`config.mk`:
```
export PLATFORM = sky130hd
export DESIGN_NAME = con_window_gen_flat
export DESIGN_NICKNAME = d
export VERILOG_FILES = /design/src/rtl/con_window_gen_if.sv /design/src/rtl/con_window_gen.sv /design/src/flat_wrapper.sv
export SDC_FILE = /design/constraint.sdc
export NUM_CORES = 2
export LEC_CHECK = 0
export CAP_MARGIN = 20
export CORE_ASPECT_RATIO = 1.4
export CORE_MARGIN = 10
export CORE_UTILIZATION = 40
export DETAILED_ROUTE_END_ITERATION = 7
export SLEW_MARGIN = 40
export SYNTH_ARGS = -nofsm -noshare
export SYNTH_HDL_FRONTEND = slang
export SYNTH_SLANG_ARGS = --single-unit
export TNS_END_PERCENT = 100
```
`constraint.sdc`:
```
create_clock -name clk -period 4.8 [get_ports clk]
set_input_delay 0.72 -clock clk [delete_from_list [all_inputs] [get_ports clk]]
set_output_delay 0.72 -clock clk [all_outputs]
set_load 0.05 [all_outputs]
```
`src/rtl/con_window_gen_if.sv`:
```
// Pixel-stream / window bus between the pixel source, con_window_gen and the MAC array.
// With CON_LINE_ERR_EN defined the bus also carries line_err and err_cnt.
interface con_window_gen_if #(
  parameter int IMA = 8,
  parameter int K   = 7
);
  logic [IMA-1:0]     ima;
  logic               enable;
  logic               frame_start_in;
  logic               line_start_in;
  logic               frame_end_in;
  logic [IMA*K*K-1:0] win;
  logic               out_valid;
  logic               frame_start_out;
  logic               line_start_out;
  logic               frame_end_out;
`ifdef CON_LINE_ERR_EN
  logic               line_err;
  logic [7:0]         err_cnt;
`endif

  modport master (
    output ima, enable, frame_start_in, line_start_in, frame_end_in,
    input  win, out_valid, frame_start_out, line_start_out, frame_end_out
`ifdef CON_LINE_ERR_EN
    , input line_err, err_cnt
`endif
  );

  modport slave (
    input  ima, enable, frame_start_in, line_start_in, frame_end_in,
    output win, out_valid, frame_start_out, line_start_out, frame_end_out
`ifdef CON_LINE_ERR_EN
    , output line_err, err_cnt
`endif
  );
endinterface

```
`src/rtl/con_window_gen.sv`:
```
// Sliding KxK window generator over a raster pixel stream, K-1 line buffers deep.
// Optional macro CON_LINE_ERR_EN adds line_err / err_cnt line-length checking.
//
// state  | meaning
// S_HOLD | after reset or frame_end: counters frozen, buffers written, no windows
// S_RUN  | inside a frame: col/row track each beat, windows emitted
module con_window_gen #(
  parameter int IMA    = 8,
  parameter int LINE_W = 32,
  parameter int K      = 7,
  parameter int CW     = 10
) (
  input logic              clk,
  input logic              rst_n,
  con_window_gen_if.slave  bus
);

  localparam int            AW     = $clog2(LINE_W);
  localparam int            WW     = IMA * K * K;
  localparam logic [CW-1:0] KM1_C  = CW'(K - 1);
  localparam logic [CW-1:0] LAST_C = CW'(LINE_W - 1);

  typedef enum logic {S_HOLD, S_RUN} state_t;

  state_t          state_q, state_d;
  logic [CW-1:0]   col_q, col_d;
  logic [CW-1:0]   row_q, row_d;
  logic            wrap_q, wrap_d;
  logic            first_q, first_d;
  logic [WW-1:0]   win_q, win_d;
  logic            out_valid_q, out_valid_d;
  logic            fs_out_q, fs_out_d;
  logic            ls_out_q, ls_out_d;
  logic            fe_out_q, fe_out_d;
`ifdef CON_LINE_ERR_EN
  logic            err_q, err_d;
  logic [7:0]      err_cnt_q, err_cnt_d;
`endif

  logic [CW-1:0]   pix_col, pix_row;
  logic [AW-1:0]   lb_addr;
  logic            live;
  logic [IMA-1:0]  lb_q   [K-1][LINE_W];
  logic [IMA-1:0]  lb_rd  [K-1];
  logic [IMA-1:0]  col_new[K];

  assign lb_addr = pix_col[AW-1:0];

  always_comb begin
    for (int j = 0; j < K - 1; j++) begin
      lb_rd[j] = lb_q[j][lb_addr];
    end
  end

  // New window column, top (oldest line) to bottom (current pixel).
  always_comb begin
    col_new[K-1] = bus.ima;
    for (int j = 0; j < K - 1; j++) begin
      col_new[K-2-j] = lb_rd[j];
    end
  end

  always_comb begin
    state_d     = state_q;
    col_d       = col_q;
    row_d       = row_q;
    wrap_d      = wrap_q;
    first_d     = first_q;
    win_d       = win_q;
    out_valid_d = 1'b0;
    fs_out_d    = 1'b0;
    ls_out_d    = 1'b0;
    fe_out_d    = 1'b0;
    pix_col     = col_q;
    pix_row     = row_q;
    live        = 1'b0;
`ifdef CON_LINE_ERR_EN
    err_d       = 1'b0;
    err_cnt_d   = err_cnt_q;
`endif

    if (bus.enable) begin
      live = bus.frame_start_in || (state_q == S_RUN);

      if (bus.frame_start_in) begin
        pix_col = '0;
        pix_row = '0;
      end else if ((state_q == S_RUN) && (bus.line_start_in || wrap_q)) begin
        // A missing line_start after a full line is treated as if it were present.
        pix_col = '0;
        pix_row = (row_q == KM1_C) ? row_q : row_q + CW'(1);
      end

      if (live) begin
        row_d = pix_row;
        if (pix_col == LAST_C) begin
          col_d  = pix_col;
          wrap_d = 1'b1;
        end else begin
          col_d  = pix_col + CW'(1);
          wrap_d = 1'b0;
        end
      end

      for (int r = 0; r < K; r++) begin
        for (int c = 0; c < K - 1; c++) begin
          win_d[IMA*(r*K+c) +: IMA] = win_q[IMA*(r*K+c+1) +: IMA];
        end
        win_d[IMA*(r*K+K-1) +: IMA] = col_new[r];
      end

      out_valid_d = live && (pix_row >= KM1_C) && (pix_col >= KM1_C);
      ls_out_d    = out_valid_d && (pix_col == KM1_C);
      fs_out_d    = ls_out_d && first_q;
      fe_out_d    = bus.frame_end_in;

      if (bus.frame_start_in) begin
        first_d = 1'b1;
      end else if (fs_out_d) begin
        first_d = 1'b0;
      end

      if (bus.frame_end_in) begin
        state_d = S_HOLD;
      end else if (bus.frame_start_in) begin
        state_d = S_RUN;
      end

`ifdef CON_LINE_ERR_EN
      if (bus.frame_start_in) begin
        err_cnt_d = '0;
      end else if (state_q == S_RUN) begin
        err_d = (bus.line_start_in && !wrap_q && (col_q != '0)) ||
                (wrap_q && !bus.line_start_in);
        if (err_d && (err_cnt_q != 8'hFF)) begin
          err_cnt_d = err_cnt_q + 8'd1;
        end
      end
`endif
    end
  end

  always_ff @(posedge clk) begin
    if (!rst_n) begin
      state_q     <= S_HOLD;
      col_q       <= '0;
      row_q       <= '0;
      wrap_q      <= 1'b0;
      first_q     <= 1'b0;
      win_q       <= '0;
      out_valid_q <= 1'b0;
      fs_out_q    <= 1'b0;
      ls_out_q    <= 1'b0;
      fe_out_q    <= 1'b0;
`ifdef CON_LINE_ERR_EN
      err_q       <= 1'b0;
      err_cnt_q   <= '0;
`endif
    end else begin
      state_q     <= state_d;
      col_q       <= col_d;
      row_q       <= row_d;
      wrap_q      <= wrap_d;
      first_q     <= first_d;
      win_q       <= win_d;
      out_valid_q <= out_valid_d;
      fs_out_q    <= fs_out_d;
      ls_out_q    <= ls_out_d;
      fe_out_q    <= fe_out_d;
`ifdef CON_LINE_ERR_EN
      err_q       <= err_d;
      err_cnt_q   <= err_cnt_d;
`endif
    end
  end

  // Line buffers are not reset; out_valid gating keeps stale contents hidden.
  always_ff @(posedge clk) begin
    if (rst_n && bus.enable) begin
      lb_q[0][lb_addr] <= bus.ima;
      for (int j = 1; j < K - 1; j++) begin
        lb_q[j][lb_addr] <= lb_q[j-1][lb_addr];
      end
    end
  end

  assign bus.win             = win_q;
  assign bus.out_valid       = out_valid_q;
  assign bus.frame_start_out = fs_out_q;
  assign bus.line_start_out  = ls_out_q;
  assign bus.frame_end_out   = fe_out_q;
`ifdef CON_LINE_ERR_EN
  assign bus.line_err        = err_q;
  assign bus.err_cnt         = err_cnt_q;
`endif

endmodule
```
`src/flat_wrapper.sv`:
```
// flat-port wrapper written by rule: the top's interface ports become plain ports
module con_window_gen_flat 
#(
  parameter int IMA    = 8,
  parameter int LINE_W = 32,
  parameter int K      = 7,
  parameter int CW     = 10
)
  (clk, rst_n, bus_ima, bus_enable, bus_frame_start_in, bus_line_start_in, bus_frame_end_in, bus_win, bus_out_valid, bus_frame_start_out, bus_line_start_out, bus_frame_end_out);
  con_window_gen_if #(.IMA(IMA), .K(K)) bus_i ();
  input logic clk;
  input logic rst_n;
  input wire logic [$bits(bus_i.ima)-1:0] bus_ima;
  input wire logic [$bits(bus_i.enable)-1:0] bus_enable;
  input wire logic [$bits(bus_i.frame_start_in)-1:0] bus_frame_start_in;
  input wire logic [$bits(bus_i.line_start_in)-1:0] bus_line_start_in;
  input wire logic [$bits(bus_i.frame_end_in)-1:0] bus_frame_end_in;
  output wire logic [$bits(bus_i.win)-1:0] bus_win;
  output wire logic [$bits(bus_i.out_valid)-1:0] bus_out_valid;
  output wire logic [$bits(bus_i.frame_start_out)-1:0] bus_frame_start_out;
  output wire logic [$bits(bus_i.line_start_out)-1:0] bus_line_start_out;
  output wire logic [$bits(bus_i.frame_end_out)-1:0] bus_frame_end_out;
  assign bus_i.ima = bus_ima;
  assign bus_i.enable = bus_enable;
  assign bus_i.frame_start_in = bus_frame_start_in;
  assign bus_i.line_start_in = bus_line_start_in;
  assign bus_i.frame_end_in = bus_frame_end_in;
  assign bus_win = bus_i.win;
  assign bus_out_valid = bus_i.out_valid;
  assign bus_frame_start_out = bus_i.frame_start_out;
  assign bus_line_start_out = bus_i.line_start_out;
  assign bus_frame_end_out = bus_i.frame_end_out;
  con_window_gen #(.IMA(IMA), .LINE_W(LINE_W), .K(K), .CW(CW)) u_core (.clk(clk), .rst_n(rst_n), .bus(bus_i));
endmodule
```
Word level (Yosys, flattened, before mapping)

Memories as Yosys holds them, arrays and structs flattened.
Cells that the tools add are included.

Flip-flop bits (word level): 419
Bits in writable memories: 1536
Input bits: 14
Output and inout port bits: 396
Word-level logic and storage cells: 72
Memories: 1

$add $sub $neg: 2
$lt $le $gt $ge: 4
Equality and inequality tests: 3
Muxes and demuxes: 36
Bitwise gates (word level): 1
Reductions and logical operators: 15

Memory list:

| name        | depth | bits a word | rd ports | clocked after memory_dff | write ports | RTL line             | source |
|---|---|---|---|---|---|---|---|
| u_core.lb_q | 6     | 256         | 6        | 0                        | 6           | con_window_gen.sv:43 | `logic [IMA-1:0] lb_q [K-1][LINE_W];` |

Operators with widths:

| kind                    | number |
|---|---|
| $mux W256               | 1 |
| $bmux W8 S5             | 6 |
| $mux W8                 | 13 |
| $mux W10                | 8 |
| $demux W8 S5            | 1 |
| $add A10 B1 Y10 const B | 2 |
| $eq A10 B3 Y1 const B   | 2 |
| $ge A10 B3 Y1 const B   | 2 |
| $eq A10 B5 Y1 const B   | 1 |
| $reduce_and A2 Y1       | 4 |
| $logic_and A1 B1 Y1     | 7 |
| $ge A6 B6 Y1 const B    | 1 |
| $lt A6 B1 Y1 const B    | 1 |
| $mux W1                 | 6 |
| $not A5 Y6              | 1 |
| $mux W5                 | 1 |
| $reduce_bool A2 Y1      | 2 |
| $logic_or A1 B1 Y1      | 2 |

Longest topological paths before layout

Word-level depth: 12
Gate-level depth with buffers: 15
Gate-level depth less buffers: 10

Least setup slack after synthesis

Ideal clock, no wire load.

Path kind: in2reg
Start point: in bus_line_start_in
End point: mem u_core.lb_q[0][224] (netlist name), enable pin
Setup time: 470 ps
Data arrival time: 4467 ps
Data required time: 4330 ps
Slack: -137 ps
Stages on the path: 7
Buffers on the path: 3
Cells stage by stage: o211a_1 nor2_1 buf_2 buf_2 buf_2 nand4_1 a21oi_1

RTL lines:

| item        | RTL line             | source |
|---|---|---|
| from (decl) | flat_wrapper.sv:16   | `input wire logic [$bits(bus_i.line_start_in)-1:0] bus_line_start_in;` |
| to (decl)   | con_window_gen.sv:43 |  |

==> metrics.txt <==
fmax 0.261 GHz; slowest CP cell dfxtp_4; die footprint 209,000 um^2; EDFF count, synth 1,536; Period Utilization, post-route 0.798; max-cap check violation count 0; Core Area 189,000 um^2; CP Data Arrival Time 4.36 ns; post-cts repair resize count 0; Row Count 189; HPWL after DPL 155 mm; vias in the first global route 45,000; Routed Antenna Nets 0; final hold slack 0.347 ns; Layout Skew 0.0316 ns; Pwr Total 35.8 mW; hold buffers post-CTS 0; Worst Setup End Kind flop; unrepaired setup endpoints after global routing false; H-tree lvl count 4; dpl ws 0.591 ns; Leak 29.4 nW; Setup crit start kind flop; Root Buffer clkbuf_16; io pins 410; clk slew on worst S/H paths 0.07 ns; Levels on crit path 9; placer congestion estimate 0.865; Residual DRC 1; Crit path max-delay family buffers and inverters; Synth Flop Type edfxtp_1; post-route cell area 90,500 um^2; Die W 389 um; Layout area overhead 18.7%; CP required 5.33 ns; failing checks design-rule violations; grt total ovfl 0; Hold Crit Depth 2; ys async rst share 0; Nets 5,203; Via density 5.82; Util after Layout 0.478; Longest Clk Path Bufs 3; Max FO, Critical Path 32; CTS tree built; synth unique cells 86; Setup CP Type flop to flop; DR vias 45,500; antenna violations before repair 8; Syn Std Cell Area 76,200 um^2; syn avg cell area 16.4 um^2; worst-path cell chain buf_12 -> buf_12 -> mux4_2 -> a22oi_1 -> o32ai_1 -> nor3_1 -> buf_4 -> nand2_1 -> buf_4; final wirelength 245 mm; initial drt markers 5,057; Period minus WS final 3.83 ns; largest net degree at the start of global routing 133; Setup-failing EPs final 0; outcome finished, violations left; Synth Net Count 4,663; Slew @ Worst Pin 0.887 ns; Initial DRT Pass Iterations 8; IO buf count 409; final setup TNS 0 ns; share of cells above drive strength 1 0.166; post-place instance area 84,700 um^2; Num CTS Buffers 175; hold crit path type input port to flop; Critical Path Max Stage Delay 0.68 ns; Syn Inst Count 4,645; Final Max Slew Viols 0; first-pass GRT wire length 345 mm; Hold Violations, Final 0; Max VDD drop 0.000277 V; synth warn 0; Register-to-Register Path Depth 9; DP Cell Count 7,491; die height 537 um; Worst Path Buf+Inv 4; Clock Latency Late Sink 0.84 ns; filler-free cell count of the finished design 7,819; Slew headroom 0.408; All-Layer GR Usage 0.228; Final Worst Setup Slack 0.968 ns; PwrDens 396 nW/um^2; Post-CTS Setup Bufs 0; Reg2Reg Setup Slack 0.97 ns; flop and latch count out of synthesis 1,955; Initial Util 0.403; detail-routed net length per standard cell 31.4 um; register area share after synthesis 0.715; clk sinks 1,955
## metal layers
metal,track usage,share of wire,vias to the layer above
met5,0,0.00024,-
met4,0.107,0.052,8
met3,0.0457,0.085,555
met2,0.388,0.49,2412
met1,0.279,0.37,23400
li1,-,-,19200
## cells in the mapped netlist, types with 16 or more instances
cell / n / area share
nor2b_1: 358 / 0.029
mux4_1: 18 / 0.0062
and3_1: 16 / 0.0013
nand2_1: 231 / 0.011
o21ai_0: 165 / 0.011
nand3_1: 48 / 0.0032
a31oi_1: 45 / 0.0037
a22oi_1: 63 / 0.0062
mux2i_1: 460 / 0.060
a21o_1: 16 / 0.0016
buf_2: 109 / 0.0072
mux2_2: 95 / 0.014
buf_6: 30 / 0.0044
nor3_1: 35 / 0.0023
o221ai_1: 39 / 0.0045
inv_1: 22 / 0.0011
a21oi_1: 117 / 0.0077
dfxtp_1: 419 / 0.11
buf_4: 37 / 0.0036
o22ai_1: 88 / 0.0072
mux4_2: 189 / 0.056
o211ai_1: 19 / 0.0019
clkbuf_1: 109 / 0.0054
edfxtp_1: 1536 / 0.60
nor2_1: 106 / 0.0052
## flip-flops by register name, summed over array words and instances, names as in the netlist, 10 cells and up
| signal | count |
|---|---|
| u_core.bus.win | 392 |
| u_core.col_q | 10 |
| u_core.lb_q | 1536 |
| u_core.row_q | 10 |
## worst paths after layout
| kind | start | end |
|---|---|---|
| worst max-delay path | u_core.col_q[0] | u_core.lb_q[1][92] |
| worst min-delay path | bus_enable | u_core.bus.win[335] |
| worst max register to register | u_core.col_q[0] | u_core.lb_q[1][92] |
| worst min register to register | u_core.first_q | u_core.bus.frame_start_out |
## report_power, final
part / internal (mW) / switching (mW) / total (mW)
clock network: 7.82 / 6.30 / 14.1
logic: 0.940 / 1.90 / 2.84
registers: 18.7 / 0.182 / 18.9
total: 27.5 / 8.38 / 35.8
## area by class of cell
class	count	area, um^2
Multi-Input combinational cell	2365	20300
Sequential cell	1955	54500
Fill cell	16200	98900
Antenna cell	1	2.50
Inverter	22	82.6
Timing Repair Buffer	666	6720
Clock buffer	226	4820
Tap cell	2483	3110
Clock inverter	101	923
## placed cells by master (no fill, tap or decap), types with 14 or more instances in the layout
cell	n
clkinv_1	33
clkbuf_1	31
nor2_1	75
clkbuf_8	14
edfxtp_1	1536
inv_1	22
clkbuf_16	180
mux2i_1	460
clkdlybuf4s50_1	407
a22oi_1	63
nand2_1	228
o211ai_1	19
nor2b_1	356
buf_12	49
and3_1	16
a31oi_1	45
buf_4	202
clkinv_2	30
nand3_1	48
nor2_4	31
nor3_1	32
mux2_2	95
mux4_2	189
mux4_1	18
o21ai_0	165
a21o_1	16
a21oi_1	113
o221ai_1	39
dfxtp_1	416
o22ai_1	88
## logic make-up after synthesis
family / count (synthesis) / share of synthesized area
muxes: 762 / 0.136
AOI/OAI and AO/OA: 711 / 0.0625
DFF: 1955 / 0.715
xor gates and xnor gates: 2 / 0.000230
adders and majority gates: 4 / 0.000656
and+or+nand+nor: 886 / 0.0617
buffers and inverters: 325 / 0.0235
## worst reg2reg max path: stages, from the launching register on
cell	delay, ns
dfxtp_4	0.68
buf_12	0.29
buf_12	0.29
mux4_2	0.55
a22oi_1	0.52
o32ai_1	0.18
nor3_1	0.46
buf_4	0.21
nand2_1	0.07
buf_4	0.25
Note: power is estimated with default switching activity, not from simulation.
